$ cat src/rtl/instr_sequencer.sv
// ---------------------------------------------------------------------------
// instr_sequencer
//
// Multi-cycle instruction sequencer. It walks each instruction through
// FETCH -> DECODE -> EXEC -> (MEM) -> WB. It also owns the program counter
// and two performance counters.
//
// Ports
//   local_clock              clock; every state update happens on its rising edge
//   reset                    synchronous, active-high; returns to IDLE
//   start                    one-cycle pulse that leaves IDLE
//   im_ready                 instruction memory data valid (only looked at in FETCH)
//   dm_ready                 data memory access complete (only looked at in MEM)
//   is_mem/is_branch/is_halt decoder flags, sampled in DECODE
//   zero                     ALU zero flag, sampled in EXEC
//   pc_set                   signed branch offset in halfwords
//   pc                       current instruction address
//   im_req/ir_enable/
//   dm_req/rf_we             datapath strobes (all registered)
//   halted                   high while in HALT
//   cycle_cnt/instr_cnt      active-cycle and retired-instruction counters
// ---------------------------------------------------------------------------
module instr_sequencer #(
    parameter int unsigned IM_START  = 'h80,
    parameter int          ADDR_SIZE = 10,
    parameter int          DATA_SIZE = 32,
    parameter int          CNT_SIZE  = 32
) (
    input  logic                 local_clock,
    input  logic                 reset,
    input  logic                 start,
    input  logic                 im_ready,
    input  logic                 dm_ready,
    input  logic                 is_mem,
    input  logic                 is_branch,
    input  logic                 is_halt,
    input  logic                 zero,
    input  logic [DATA_SIZE-1:0] pc_set,
    output logic [ADDR_SIZE-1:0] pc,
    output logic                 im_req,
    output logic                 ir_enable,
    output logic                 dm_req,
    output logic                 rf_we,
    output logic                 halted,
    output logic [CNT_SIZE-1:0]  cycle_cnt,
    output logic [CNT_SIZE-1:0]  instr_cnt
);

    localparam int EXT_W = ADDR_SIZE + DATA_SIZE;

    typedef enum logic [2:0] {
        IDLE,
        FETCH,
        DECODE,
        EXEC,
        MEM,
        WB,
        HALT
    } state_t;

    state_t               state;
    logic                 mem_flag;
    logic                 branch_flag;
    logic                 take_branch;
    logic [EXT_W-1:0]     offset_ext;
    logic [ADDR_SIZE-1:0] next_pc;

    // Next sequential/branch address. The offset is sign-extended wider than
    // the PC before the halfword shift, so narrow offset widths still work.
    // The sum is then truncated, which gives wrap-around modulo 2^ADDR_SIZE.
    always_comb begin
        offset_ext = {{ADDR_SIZE{pc_set[DATA_SIZE-1]}}, pc_set};
        if (take_branch) begin
            next_pc = ADDR_SIZE'(EXT_W'(pc) + (offset_ext << 1));
        end else begin
            next_pc = pc + ADDR_SIZE'(4);
        end
    end

    // Sequencer FSM. Each strobe is registered together with the state it
    // belongs to, so im_req/dm_req/rf_we/halted line up exactly with
    // FETCH/MEM/WB/HALT. ir_enable is raised by the FETCH handshake, so it is
    // high during the single DECODE cycle that follows.
    always_ff @(posedge local_clock) begin
        if (reset) begin
            state       <= IDLE;
            pc          <= ADDR_SIZE'(IM_START);
            cycle_cnt   <= '0;
            instr_cnt   <= '0;
            mem_flag    <= 1'b0;
            branch_flag <= 1'b0;
            take_branch <= 1'b0;
            im_req      <= 1'b0;
            ir_enable   <= 1'b0;
            dm_req      <= 1'b0;
            rf_we       <= 1'b0;
            halted      <= 1'b0;
        end else begin
            if (state != IDLE && state != HALT) begin
                cycle_cnt <= cycle_cnt + CNT_SIZE'(1);
            end

            case (state)
                IDLE: begin
                    if (start) begin
                        state  <= FETCH;
                        im_req <= 1'b1;
                    end
                end
                FETCH: begin
                    if (im_ready) begin
                        state     <= DECODE;
                        im_req    <= 1'b0;
                        ir_enable <= 1'b1;
                    end
                end
                DECODE: begin
                    ir_enable <= 1'b0;
                    // A halt overrides the other decoder flags.
                    if (is_halt) begin
                        state       <= HALT;
                        halted      <= 1'b1;
                        mem_flag    <= 1'b0;
                        branch_flag <= 1'b0;
                    end else begin
                        state       <= EXEC;
                        mem_flag    <= is_mem;
                        branch_flag <= is_branch;
                    end
                end
                EXEC: begin
                    take_branch <= branch_flag & zero;
                    if (mem_flag) begin
                        state  <= MEM;
                        dm_req <= 1'b1;
                    end else begin
                        state <= WB;
                        rf_we <= 1'b1;
                    end
                end
                MEM: begin
                    if (dm_ready) begin
                        state  <= WB;
                        dm_req <= 1'b0;
                        rf_we  <= 1'b1;
                    end
                end
                WB: begin
                    state     <= FETCH;
                    rf_we     <= 1'b0;
                    im_req    <= 1'b1;
                    pc        <= next_pc;
                    instr_cnt <= instr_cnt + CNT_SIZE'(1);
                end
                HALT: begin
                    state <= HALT;
                end
                default: begin
                    state     <= IDLE;
                    im_req    <= 1'b0;
                    ir_enable <= 1'b0;
                    dm_req    <= 1'b0;
                    rf_we     <= 1'b0;
                    halted    <= 1'b0;
                end
            endcase
        end
    end

endmodule

$ cat config.mk
export PLATFORM = sky130hd
export DESIGN_NAME = instr_sequencer
export DESIGN_NICKNAME = d
export VERILOG_FILES = /design/src/rtl/instr_sequencer.sv
export SDC_FILE = /design/constraint.sdc
export NUM_CORES = 1
export LEC_CHECK = 0
export ABC_AREA = 1
export ABC_CLOCK_PERIOD_IN_PS = 2000
export BUFFER_PORTS_ARGS = -buffer_cell sky130_fd_sc_hd__buf_4
export CORE_MARGIN = 4
export CORE_UTILIZATION = 55
export DETAILED_ROUTE_END_ITERATION = 8
export PLACE_DENSITY_LB_ADDON = 0.12
export SYNTH_ARGS = -nofsm -noshare
export SYNTH_HDL_FRONTEND = slang
export SYNTH_SLANG_ARGS = --single-unit
$ cat constraint.sdc
create_clock -name local_clock -period 2 [get_ports local_clock]
set_input_delay 0.2 -clock local_clock [delete_from_list [all_inputs] [get_ports local_clock]]
set_output_delay 0.2 -clock local_clock [all_outputs]
set_load 0.05 [all_outputs]
* After elaboration in Yosys (flattened, before gate mapping)
Index checks and enable logic that the tools add are counted.
Word-level totals: register bits 85, input port bits 41, word-level logic and storage cells 71
Cells by class: add/subtract/negate cells 4, equality and inequality tests 13, mux-type cells 22, bitwise logic cells 6, reductions and logical operators 14
Operators by type and width (count):
- 32-bit by 1-bit adder with 32-bit output, second input constant | 2
- 3-bit one-hot mux with 7 select lines | 1
- 3-bit 2-to-1 mux | 4
- 2-bit inequality test, second input constant | 6
- 3-bit AND reduction | 4
- 1-bit 2-to-1 mux | 11
- 10-bit adder | 1
- 10-bit by 3-bit adder with 10-bit output, second input constant | 1
- 10-bit 2-to-1 mux | 1
- 5-bit OR reduction | 2
- 3-bit equality test, second input constant | 3
- 4-bit OR reduction | 2
- 3-bit by 2-bit equality test with 1-bit output, second input constant | 2
- 1-bit one-hot mux with 3 select lines | 2
- 6-bit OR reduction | 1
- 1-bit NOT | 5
- 1-bit one-hot mux with 2 select lines | 2
- 1-bit one-hot mux with 4 select lines | 1
- 2-bit AND reduction | 2
- 3-bit by 1-bit equality test with 1-bit output, second input constant | 1
- 3-bit zero test | 1
- 3-bit inequality test, second input constant | 1
- 3-bit nonzero test | 1
- 1-bit bitwise AND | 1
- 1-bit logical AND | 1

* Depth between registers and ports, before layout
depth after elaboration 4, mapped depth 13

* Worst setup path before layout
No wires, ideal clock.
path kind reg-to-reg, start register pc[1], end register pc[9], arrival time 1831 ps, required time 1880 ps, path slack 49 ps, stages on the path, launching flop included 14, path buffers 0, clock period less this slack 1951 ps, path through dfxtp_1 > ha_1 > inv_1 > fa_1 > inv_1 > nand2_1 > nand2_1 > nand2_1 > inv_1 > nand2_1 > nand2_1 > nand2_1 > nand3_1 > a21oi_1
Between the ends: word-level cells in the longest chain between the ends 2
Ends and longest elaborated chain:
- start: declaration | line 39 | output logic [ADDR_SIZE-1:0] pc,
- start signal: assignment | line 87 | pc <= ADDR_SIZE'(IM_START);
- start signal: assignment | line 152 | pc <= next_pc;
- 10-bit by 3-bit adder with 10-bit output or 10-bit adder (tied branches) | line 76, 74
- 10-bit 2-to-1 mux (*) | line 73 | if (take_branch) begin
Every way passes the cells marked *; elsewhere a longest branch is shown, timed or not. A chain may end at the register's enable or synchronous reset.

* Final worst setup path
Ends and elaborated chain as after synthesis.

==> key figures <==
Synth
  – Top-count cell post-synth: nand2_1
  – Count of cell types in the netlist: 43
  – Post-synth EDFFs: 0
  – Avg Cell Area, Syn: around 6.1 µm²
  – Sequential area share after synthesis: between 30% and 40%
  – Synth top area share: 31.1%
  – Mapped Area: 5410 µm²
  – Yosys top cell by area: dfxtp_1
  – Async SR Flop Fraction: 0%
  – Cells after synthesis: 881
  – Syn_nets: 934
  – Largest cells by area after synthesis: dfxtp_1 (31%), nand2_1 (20%), nor2_1 (8.5%), inv_1 (6.7%), a21oi_1 (6.7%)
  – Ys flop type: dfxtp_1
  – Synthesis Warnings: 0
  – Top cells by count, synth: nand2_1 (283), nor2_1 (123), inv_1 (97)
  – #FFs+latches synth: 84

STA
  – Final Slew Violations: 0
  – Hold slack: 0.0895 ns
  – Setup TNS: 0 ns
  – Fmax: 0.580 GHz
  – RSZ-0062 raised after global routing: no
  – Tcrit/Tclk final: 86.2%
  – Finish-stage setup viols: 0
  – Clk_skew: 0.0112 ns
  – Minimum clock period after layout: 1.72 ns
  – Final Hold Fails: 0

Global route
  – Largest net degree at the start of global routing: 39
  – Vias in the first global route: roughly 5.2k
  – Initial antenna violation count: 0
  – Grt total ovfl: 0
  – First-pass GRT wire length: 23000 µm
  – GRT Overall Usage: 24.3%

Setup path
  – FF-to-FF setup slack: between 0.2 and 0.3 ns
  – WS Path Type: reg2reg
  – Slowest-stage cell, CP: dfxtp_1
  – CP dominant cell by count: nand2_1
  – Critical Path Start Type: register
  – Reg-to-reg startpoint: pc[1]
  – CP cell instances: ha_1 > inv_1 > fa_1 > inv_1 > nand2_1 > nand2_1 > nand2_1 > inv_1 > nand2_1 > nand3_1 > nand3_1 > a21oi_1
  – Crit end category: register
  – Worst r2r dst: pc[9]
  – CP required: 2.29 ns
  – Slowest stage delay, CP: 0.35 ns
  – Arrival time at the worst endpoint: 2.01 ns
  – CP Max Fanout: 3
  – R2R cell count: 12

Cells and area
  – Nets@finish: 1024
  – Area Growth Syn to Fin: 18.6%
  – Final core utilization: 68.1%
  – Ant. Diodes: 0
  – Share of cells above drive strength 1: 16.7%

Min path
  – Hold Path End: branch_flag
  – Hold Crit Start: is_branch
  – Hold WC Path Type: in2reg
  – Hold Path Cell Cnt: 3

Clocking
  – Worst-path clk slew: ~0.090 ns
  – Setup bufs post-CTS: 0
  – Clock latency on the worst-skew pair: 0.36 ns
  – Clock Tree Root: clkbuf_8
  – Cts bufs inserted: 9
  – TritonCTS Sinks: 84
  – Cts-stage hold buffer count: 0
  – TritonCTS clock tree: built
  – H-tree levels: 3
  – PostCTS Resize Cnt: 0
  – Clock Path Buffers: 2

Floorplanning
  – Die X: 107 µm
  – Core ar.: 9420 µm²
  – Die Ht: 107 µm
  – Standard-cell row count: 35
  – I/O pin count: 120
  – Starting density of the core: between 50% and 60%
  – Area of the die: 11500 µm²

Routing
  – Iteration-0 DRC Markers: 219
  – Routed wire length: approximately 13000 µm
  – Vias per std cell: 5.05
  – Final ANT Viol Nets: 0
  – Via count: around 5.6k
  – Pre-Repair DR Iteration Count: 5
  – Remaining DRCs: 0
  – Post-DR wirelength/cell: 12.2 µm

Power and ir drop
  – PD cells: about 650 nW/µm²
  – Leakage: roughly 2.7 nW
  – Worst IR Drop VDD: around 440 µV

Place
  – Routability Congestion: 0.920
  – Buffers on Ports: 95
  – Hpwl dp: roughly 10000 µm

Run status
  – Status: finished, final reports clean

Flow run
  – Max Cap Viol: 0
[critical path: cells and delay by family (launching register included)]
family,cells,cell delay (ns)
and+or+nand+nor,6,0.42
buffers and inverters,3,0.22
DFF,1,0.35
AOI/OAI and AO/OA,1,0.12
adders and majority gates,2,0.53
[report_power, final]
group | total [mW] | switching [mW] | leakage, nW | internal [mW]
Clock | 1.25 | 0.629 | 0.0999 | 0.617
Sequential | 1.88 | 0.127 | 0.678 | 1.75
Combinational | 1.02 | 0.709 | 1.89 | 0.309
[through the flow]
stage,instances,cell area (µm²),setup WS (ns),power [mW]
after floorplan,881,5410,0.0489,2.70
after global placement,1089,6210,0.346,2.92
after detailed placement,1089,6210,0.308,2.93
after CTS,1105,6410,0.279,4.17
after global routing,1105,6410,0.0695,4.35
final,1105,6410,0.276,4.14
[worst max-delay path by stage]
stage                      from     to  slack (ns)
after CTS                 pc[1]  pc[9]        0.28
after global placement    pc[2]  pc[9]        0.35
after global routing      pc[2]  pc[7]        0.07
final                     pc[1]  pc[9]        0.28
after detailed placement  pc[1]  pc[9]        0.31
after floorplan           pc[1]  pc[9]        0.05
[cell type report]
cell class	instances	area (µm²)
clock buffers	11	141
flip-flops and latches	84	1680
repair buffers	101	758
multi-input cells	671	3220
well taps	129	161
clock inverters	5	60.1
fillers	894	3000
inverters	104	392
[layer usage]
metal	track usage, %	part of all wire, %	vias up
met4	9.95	2.0	0
li1	-	-	2967
met2	42.6	49	144
met5	0	0	-
met3	3.91	5.2	20
met1	29.5	43	2448
[cell usage in the layout (no fill, tap or decap), drive strengths merged, types with 2 or more instances in the layout]
master / netlist / layout
dfxtp: 84 / 84
o21ai: 41 / 41
clkbuf: 11 / 11
xor2: 11 / 11
inv: 102 / 103
nand4: 8 / 8
nand2: 293 / 293
nor3b: 4 / 4
clkinv: 2 / 4
ha: 11 / 11
nor2: 144 / 144
nor3: 12 / 12
nand3b: 2 / 2
a21oi: 72 / 72
buf: 11 / 101
nand3: 62 / 62
[state kept, by name, indices dropped and copies added (netlist names)]
name	count
branch_flag	1
ir_enable	1
pc	9
take_branch	1
instr_cnt	32
cycle_cnt	32
dm_req	1
mem_flag	1
im_req	1
halted	1
rf_we	1
state	3
[cell families (layout without fill, tap and decap cells)]
kind of cell	Yosys count	after routing	share of synthesized area, %
xor gates and xnor gates	12	12	1.94
buffers and inverters	126	221	9.37
DFF	84	84	31.1
and+or+nand+nor	527	527	43.3
AOI/OAI and AO/OA	119	119	11.3
adders and majority gates	12	12	2.92
other	1	1	0.0693
No activity file was read; power rests on OpenSTA's default activity.
